===== src/rtl/tc_pkg.sv =====
// tc_pkg: shared types and payload field layout for the traffic checker.
// Field map: seq in the low COUNT_WIDTH bits, pad up to the midpoint,
// send timestamp in the upper half of tdata.
package tc_pkg;

  typedef enum logic [1:0] {
    IDLE     = 2'd0,
    RUNNING  = 2'd1,
    FINISHED = 2'd2
  } tc_state_e;

  // Sequence number always starts at bit 0.
  localparam int SEQ_LSB = 0;

  // Pad begins right after the sequence field.
  function automatic int pad_lsb(input int count_width);
    return count_width;
  endfunction

  // Timestamp occupies the upper half of the data word.
  function automatic int stamp_lsb(input int tdata_width);
    return tdata_width / 2;
  endfunction

endpackage


===== src/rtl/lfsr16_sr.sv =====
// lfsr16_sr: 16-bit Fibonacci LFSR, XNOR taps 16/15/13/4, shifts left.
// Latency: new value one cycle after each enabled edge.
// Backpressure: none; ena_i gates stepping.
// Ports: clk_i clock, rst_i sync active-high reset to SEED, ena_i step enable, q_o state.
module lfsr16_sr #(
  parameter logic [15:0] SEED = 16'hB5C3
) (
  input  logic        clk_i,
  input  logic        rst_i,
  input  logic        ena_i,
  output logic [15:0] q_o
);

  logic [15:0] q_q;

  // XNOR feedback: the all-ones word is the lockup state and is never reached.
  always_ff @(posedge clk_i) begin
    if (rst_i) begin
      q_q <= SEED;
    end else if (ena_i) begin
      q_q <= {q_q[14:0], ~(q_q[15] ^ q_q[14] ^ q_q[12] ^ q_q[3])};
    end
  end

  assign q_o = q_q;

endmodule


===== src/rtl/axis_tc.sv =====
// axis_tc: AXI-Stream traffic sink checking per-source sequence, format and latency.
// Latency: all statistics update on the accepting edge, visible the next cycle.
// Backpressure: tready from registered state and LFSR only (random load), never from tvalid.
// Ports: clk/rst, run control (ready_load, num_packets, start, done), timestamp ticks,
// statistics (recv_packets, seq_errors, fmt_errors, lat_sum/min/max), axis_in_* sink.
module axis_tc
  import tc_pkg::*;
#(
  parameter logic [15:0] READY_SEED = 16'hB5C3,
  parameter int COUNT_WIDTH = 32,
  parameter int LAT_WIDTH   = 32,
  parameter int SUM_WIDTH   = 64,
  parameter int TDATA_WIDTH = 512,
  parameter int TDEST_WIDTH = 2,
  parameter int TID_WIDTH   = 2
) (
  input  logic                     clk,
  input  logic                     rst,
  input  logic [15:0]              ready_load,
  input  logic [COUNT_WIDTH-1:0]   num_packets,
  input  logic                     start,
  input  logic [TDATA_WIDTH/2-1:0] ticks,
  output logic                     done,
  output logic [COUNT_WIDTH-1:0]   recv_packets [2**TID_WIDTH],
  output logic [COUNT_WIDTH-1:0]   seq_errors,
  output logic [COUNT_WIDTH-1:0]   fmt_errors,
  output logic [SUM_WIDTH-1:0]     lat_sum,
  output logic [LAT_WIDTH-1:0]     lat_min,
  output logic [LAT_WIDTH-1:0]     lat_max,
  input  logic                     axis_in_tvalid,
  output logic                     axis_in_tready,
  input  logic [TDATA_WIDTH-1:0]   axis_in_tdata,
  input  logic                     axis_in_tlast,
  input  logic [TID_WIDTH-1:0]     axis_in_tid,
  input  logic [TDEST_WIDTH-1:0]   axis_in_tdest
);

  localparam int NSRC     = 2**TID_WIDTH;
  localparam int PadLsb   = pad_lsb(COUNT_WIDTH);
  localparam int StampLsb = stamp_lsb(TDATA_WIDTH);
  localparam int HalfW    = TDATA_WIDTH / 2;

  tc_state_e              state_q, state_d;
  logic [COUNT_WIDTH-1:0] total_q, total_d;
  logic [COUNT_WIDTH-1:0] recv_q [NSRC];
  logic [COUNT_WIDTH-1:0] recv_d [NSRC];
  logic [COUNT_WIDTH-1:0] exp_q  [NSRC];
  logic [COUNT_WIDTH-1:0] exp_d  [NSRC];
  logic [COUNT_WIDTH-1:0] seq_err_q, seq_err_d;
  logic [COUNT_WIDTH-1:0] fmt_err_q, fmt_err_d;
  logic [SUM_WIDTH-1:0]   sum_q, sum_d;
  logic [LAT_WIDTH-1:0]   min_q, min_d;
  logic [LAT_WIDTH-1:0]   max_q, max_d;

  logic [15:0]            lfsr_q;
  logic                   accept;
  logic [COUNT_WIDTH-1:0] seq;
  logic                   pad_nz;
  logic [HalfW-1:0]       diff;
  logic [LAT_WIDTH-1:0]   lat;
  logic [SUM_WIDTH:0]     sum_ext;
  logic                   unused_bits;

  lfsr16_sr #(.SEED(READY_SEED)) u_lfsr (
    .clk_i (clk),
    .rst_i (rst),
    .ena_i (1'b1),
    .q_o   (lfsr_q)
  );

  assign seq     = axis_in_tdata[SEQ_LSB +: COUNT_WIDTH];
  assign pad_nz  = |axis_in_tdata[StampLsb-1:PadLsb];
  // Full-width modular difference handles ticks wrap; only the low bits are kept.
  assign diff    = ticks - axis_in_tdata[TDATA_WIDTH-1:StampLsb];
  assign lat     = diff[LAT_WIDTH-1:0];
  assign sum_ext = {1'b0, sum_q} + (SUM_WIDTH+1)'(lat);
  assign unused_bits = ^{axis_in_tdest, diff[HalfW-1:LAT_WIDTH]};

  assign axis_in_tready = (state_q == RUNNING) && (lfsr_q < ready_load) &&
                          (total_q < num_packets);
  assign accept = axis_in_tvalid & axis_in_tready;

  always_comb begin
    state_d   = state_q;
    total_d   = total_q;
    recv_d    = recv_q;
    exp_d     = exp_q;
    seq_err_d = seq_err_q;
    fmt_err_d = fmt_err_q;
    sum_d     = sum_q;
    min_d     = min_q;
    max_d     = max_q;
    case (state_q)
      IDLE, FINISHED: begin
        if (start) begin
          state_d   = RUNNING;
          total_d   = '0;
          seq_err_d = '0;
          fmt_err_d = '0;
          sum_d     = '0;
          min_d     = '1;
          max_d     = '0;
          for (int i = 0; i < NSRC; i++) begin
            recv_d[i] = '0;
            exp_d[i]  = '0;
          end
        end
      end
      RUNNING: begin
        if (accept) begin
          total_d = total_q + COUNT_WIDTH'(1);
          recv_d[axis_in_tid] = recv_q[axis_in_tid] + COUNT_WIDTH'(1);
          // On mismatch, resync to the received sequence so one gap costs one error.
          if (seq != exp_q[axis_in_tid]) begin
            seq_err_d = seq_err_q + COUNT_WIDTH'(1);
          end
          exp_d[axis_in_tid] = seq + COUNT_WIDTH'(1);
          if (!axis_in_tlast || pad_nz) begin
            fmt_err_d = fmt_err_q + COUNT_WIDTH'(1);
          end
          sum_d = sum_ext[SUM_WIDTH] ? '1 : sum_ext[SUM_WIDTH-1:0];
          if (lat < min_q) min_d = lat;
          if (lat > max_q) max_d = lat;
        end
        // Also covers num_packets == 0: one RUNNING cycle with no accepts.
        if (total_d == num_packets) begin
          state_d = FINISHED;
        end
      end
      default: state_d = IDLE;
    endcase
  end

  always_ff @(posedge clk) begin
    if (rst) begin
      state_q   <= IDLE;
      total_q   <= '0;
      seq_err_q <= '0;
      fmt_err_q <= '0;
      sum_q     <= '0;
      min_q     <= '1;
      max_q     <= '0;
      for (int i = 0; i < NSRC; i++) begin
        recv_q[i] <= '0;
        exp_q[i]  <= '0;
      end
    end else begin
      state_q   <= state_d;
      total_q   <= total_d;
      seq_err_q <= seq_err_d;
      fmt_err_q <= fmt_err_d;
      sum_q     <= sum_d;
      min_q     <= min_d;
      max_q     <= max_d;
      recv_q    <= recv_d;
      exp_q     <= exp_d;
    end
  end

  assign done         = (state_q == FINISHED);
  assign recv_packets = recv_q;
  assign seq_errors   = seq_err_q;
  assign fmt_errors   = fmt_err_q;
  assign lat_sum      = sum_q;
  assign lat_min      = min_q;
  assign lat_max      = max_q;

endmodule


===== config.mk =====
export PLATFORM = sky130hd
export DESIGN_NAME = axis_tc
export DESIGN_NICKNAME = d
export VERILOG_FILES = /design/src/rtl/tc_pkg.sv /design/src/rtl/lfsr16_sr.sv /design/src/rtl/axis_tc.sv
export SDC_FILE = /design/constraint.sdc
export NUM_CORES = 1
export LEC_CHECK = 0
export ABC_AREA = 1
export ABC_CLOCK_PERIOD_IN_PS = 6700
export BUFFER_PORTS_ARGS = -buffer_cell sky130_fd_sc_hd__buf_2
export CORE_AREA = 2 2 451 453
export CTS_CLUSTER_DIAMETER = 40
export DETAILED_ROUTE_END_ITERATION = 10
export DIE_AREA = 0 0 453 455
export GPL_ROUTABILITY_DRIVEN = 1
export PLACE_DENSITY = 0.39
export SKIP_LAST_GASP = 1
export SLEW_MARGIN = 25
export SYNTH_ARGS = -nofsm -noshare
export SYNTH_HDL_FRONTEND = slang
export SYNTH_SLANG_ARGS = --single-unit

===== constraint.sdc =====
create_clock -name clk -period 6.7 [get_ports clk]
set_clock_uncertainty 0.2 [all_clocks]
set_input_delay 2.01 -clock clk [delete_from_list [all_inputs] [get_ports clk]]
set_output_delay 2.01 -clock clk [all_outputs]
set_load 0.01 [all_outputs]

# Word level (Yosys, flattened, before mapping)
# Cells that the tools add are included.
# word_totals
out_inout_bits,322
in_bits,825
register_bits,498
wordCells,101
# op_classes
n_mux,39
eq_ne,11
bitwise,6
reduce_logical,16
n_addsub,7
magnitude_cmp,6
# op_table
op,count
2-to-1 mux 32 bit,17
case mux 128 bit (2 select lines),2
2-to-1 mux 128 bit,3
case mux 32 bit (2 select lines),5
bitwise mux 128 bit,2
OR reduction 224 bit,1
2-to-1 mux 64 bit,3
adder 32 x 1 -> 32 bit (second input constant),5
binary-select mux 32 bit (select 2 bit),2
case mux 64 bit (2 select lines),1
adder 64 x 32 -> 65 bit,1
demux 32 bit (select 2 bit),1
< comparator 32 bit,2
== test 32 bit,1
greater-than comparator 32 bit,1
inequality test 32 bit,1
subtractor 32 bit,1
< comparator 16 bit,1
AND reduction 4 bit,4
inequality test 2 x 1 -> 1 bit (second input constant),5
2-to-1 mux 2 bit,2
inequality test 2 bit (second input constant),2
case mux 2 bit (2 select lines),1
AND reduction 2 bit,2
other kinds (15),19

# Longest topological paths before layout
# logic_depth
word_depth,9
depth_mapped,35
ltp_nobuf,35

# Modules after synthesis
# From an unflattened synthesis, not the netlist that was laid out.
# hier_totals
hier_cells,4937
area_unflattened_um2,32454.9
# modules_own_cells
mod,cells_each,area_each_um2,seq_area_each_um2,instances
axis_tc,4856,31850.5,9649.3,1
lfsr16_sr,81,604.3,320.3,1

# Worst setup path before layout
# Ideal clock, no wire load.
# synth_timing
kind,input to register
from,in ticks[0]
to,"reg sum_q[61], in the netlist lat_sum[61]"
n_path_buf,0
required_time_ps,6368
cell_stages,26
slack_ps,378
t_arrival_ps,5990
setup_ps,132
cell_sequence,inv_1 -> ha_1 -> inv_1 -> fa_1 -> a21oi_1 -> o21ai_0 -> a21o_1 -> a21boi_0 -> o21ai_0 -> a21oi_1 -> o21ai_0 -> xor2_1 -> ha_1 -> nand2_1 -> nor2_1 -> inv_1 -> nor2_1 -> inv_1 -> nor4_1 -> a21oi_1 -> o21bai_1 -> nand3_1 -> nand2_1 -> nor2_1 -> o31ai_1 -> a21oi_1
# synth_between
elab_chain_len,5
# synth_lines
item,line_no,text
from (decl),axis_tc.sv:22,"input logic [TDATA_WIDTH/2-1:0] ticks,"
subtractor 32 bit,axis_tc.sv:74,assign diff = ticks - axis_in_tdata[TDATA_WIDTH-1:StampLsb];
adder 64 x 32 -> 65 bit,axis_tc.sv:76,"assign sum_ext = {1'b0, sum_q} + (SUM_WIDTH+1)'(lat);"
2-to-1 mux 64 bit,axis_tc.sv:121,sum_d = sum_ext[SUM_WIDTH] ? '1 : sum_ext[SUM_WIDTH-1:0];
2-to-1 mux 64 bit,axis_tc.sv:110,if (accept) begin
case mux 64 bit (2 select lines),axis_tc.sv:93,case (state_q)
to (signal assigned),axis_tc.sv:152,sum_q <= sum_d;
to (decl),axis_tc.sv:51,"logic [SUM_WIDTH-1:0] sum_q, sum_d;"
# Every way passes these cells. The select of a mux whose other input is x is not followed.
# A chain may end at the register's enable or synchronous reset.

# Worst setup path in the final report
# layout_timing
from,in ticks[0]
to,"reg sum_q[57], in the netlist lat_sum[57]"
# Same word-level chain as after synthesis.

==> results.cfg <==
[cts]
cts_root_buf = clkbuf_16
clock_latency_ps = 760
cts_buffers = 130
cts_num_sinks = 498
htree_num_levels = 4
cts_tree = done
ctsHoldBuffers = 0
clockBufferDepth = 3
clk_pin_slew_ps = 40

[pwr]
fin_total_pwr_uw = 11500
ir_drop_mv = 0.184
power_density_nw_per_um2 = 253
power_leakage_uw = 0.0193

[synthesis]
netlist.area_leader.share_pct = 30.7
synth_cell_type_count = 58
yosysSeqAreaShare_pct = 30.7
ys_warn_count = 0
synth-edff-count = 0
async_flop_share_pct = 0
ys_seq_elements = 498
synth.largest_area_cell = dfxtp_1
avgSynthCellArea_sq_um = 6.52
synth_nets = 5980
yosys-top-cells-area = dfxtp_1, nand2_1, a21oi_1
synthFlopType = dfxtp_1
synth_area_sq_um = 32400
synth_cells = 4976

[critical_path]
startpoint_type = input pin
r2r_start = total_q[31]
r2r-end = exp_q[78]
path_class = in -> reg
crit_top_cell = nand2_1
crit_path_end_kind = register
reg2regPathDepth = 15
startpoint = ticks[0]
endpoint = lat_sum[57]
worstPathRequired_ps = 7180
path_max_fanout = 6
r2r_slack_ps = 2200
max_stage_delay_ps = 400
cp_slowest_cell = ha_2
arrival_ps = 6760

[drt]
drcViolationCount = 0
routed_via_density = 4.27
drt_iter0_drc = 2282
post_drt_wl_per_cell_um = 19.2
vias = 37000
wl_mm = 167
ant_nets = 0
first_pass_iters = 6

[global_route]
antenna_found_initial = 28
track_usage_pct = 15.6
grt_use_met3_pct = 4.13
grt_max_degree = 164
met2_usage_pct = 25.0
overflow = 0
grt_pass1_vias = 35900
busiest_layer = met2
grtUsageMet1_pct = 20.2
grt_pass1_wl_mm = 241

[sta]
setup_slack_ps = 421
holdWs_ps = 220
clock.fmax_ghz = 0.159
min_period_ps = 6280
worst_slew_pin_slew_ps = 1080
slew_violations = 0
min_period_over_period_pct = 93.7
rsz0062_at_grt = false
slew_headroom_pct = 27.7
finalHoldViolations = 0
setup_violations = 0
finalSetupTns_ps = 0

[floorplanning]
fp.dieH_um = 455
die_area_sq_um = 206000
io_pins = 1147
fp-row-count = 165
die_w_um = 453
start_util_pct = 16.1
core_area_sq_um = 201000

[place]
dp_hpwl_mm = 128
placedCellCount = 8417
pre_cts_ws_ps = -625
globalplace.congestion = 0.869
place.port_buffers = 696

[layout]
syn_to_final_growth_pct = 40.0
layout-drive-gt1-share_pct = 21.4
final_nets = 6881
layout.cells.non_filler = 8664

[job]
cap_violations = 0

[min_path]
hp-class = reg -> reg

[run_status]
outcome = complete, no violations
==> critical path: cells and delay by family <==
family,cells,cell delay [ps]
AND/OR/NAND/NOR,12,1460
buffers and inverters,7,770
adder cells (fa/ha/maj),3,920
AO/OA/AOI/OAI,10,1600
==> metal layers <==
layer | vias up | wire (um)
met4 | 16 | 4180
met5 | - | 115
met2 | 1074 | 75100
met1 | 17300 | 75700
li1 | 18400 | -
met3 | 240 | 11700
==> per-stage QoR <==
stage	utilization, %	instance area, sq um
6_report	22.6	45400
5_1_grt	22.6	45400
3_3_place_gp	20.3	40800
4_1_cts	22.5	45300
3_5_place_dp	20.3	40800
2_1_floorplan	-	32400
==> flip-flops by register name, indices dropped and copies added, names as in the netlist <==
signal,flops
exp_q,128
fmt_errors,32
lat_max,32
lat_min,32
lat_sum,64
recv_packets,128
seq_errors,32
state_q,2
total_q,32
u_lfsr.q_o,16
==> cells by family (layout without fill, tap and decap cells) <==
group	after synthesis	after routing	share of synthesized area, %
fa+ha+maj	179	179	6.95
buf+inv	760	1761	9.10
simple gates	2428	2428	32.1
other cells	0	15	0
compound gates	910	910	15.6
xor+xnor	201	201	5.56
flops	498	498	30.7
==> where the power goes <==
group / internal, uW / switching [uW]
logic: 746 / 1220
clock network: 4300 / 2140
registers: 3030 / 64.7
total: 8070 / 3420
==> cells in the final DEF, fill, tap and decap left out, types with 106 or more instances in the layout <==
cell type,count
dfxtp_1,498
nand4_1,106
xor2_1,142
nor3_1,124
ha_1,176
nor2_1,302
o21ai_0,125
nand2_1,1417
buf_2,695
clkbuf_16,132
nand3_1,292
inv_1,534
buf_4,270
a21oi_1,597
==> worst min-delay path by stage <==
| stage | startpoint | endpoint | slack, ps | cells after the start |
|---|---|---|---|---|
| floorplan | u_lfsr.q_o[0] | u_lfsr.q_o[1] | 190 | 2 |
| global placement | u_lfsr.q_o[0] | u_lfsr.q_o[1] | 220 | 2 |
| detailed placement | u_lfsr.q_o[0] | u_lfsr.q_o[1] | 210 | 2 |
| CTS | u_lfsr.q_o[0] | u_lfsr.q_o[1] | 220 | 2 |
| global route | u_lfsr.q_o[0] | u_lfsr.q_o[1] | 240 | 2 |
| finish | u_lfsr.q_o[0] | u_lfsr.q_o[1] | 220 | 2 |
==> synthesized netlist by cell type, types with 4 or more instances <==
master,n
a31oi_1,19
a22o_1,13
inv_1,536
nand3_1,293
a21boi_0,5
buf_1,15
a22oi_1,69
and3_1,5
ha_1,177
nand3b_1,7
or2_2,39
buf_2,67
nand4_1,106
o21ai_0,125
inv_2,8
o31ai_1,8
nor3_1,125
nor2_1,307
a21o_1,10
nand2_1,1419
o21bai_1,8
buf_4,4
and2_1,12
a21oi_1,599
a211oi_1,5
clkbuf_1,129
dfxtp_1,498
nor4_1,96
xor2_1,143
xnor2_1,55
o21ai_1,4
a221oi_1,19
o21a_1,12
==> layout make-up <==
class	instances	area (sq um)
Antenna cell	15	37.5
Multi-Input combinational cell	3718	19600
Clock buffer	169	3640
Clock inverter	63	853
Inverter	545	2050
Tap cell	2672	3340
Fill cell	22800	156000
Sequential cell	498	9970
Timing Repair Buffer	984	5880
==> what timing repair did <==
action                     CTS  global route
gates resized for setup      0             9
buffers inserted             0             0
setup endpoints to repair    0            50
No activity file was read; power rests on OpenSTA's default activity.
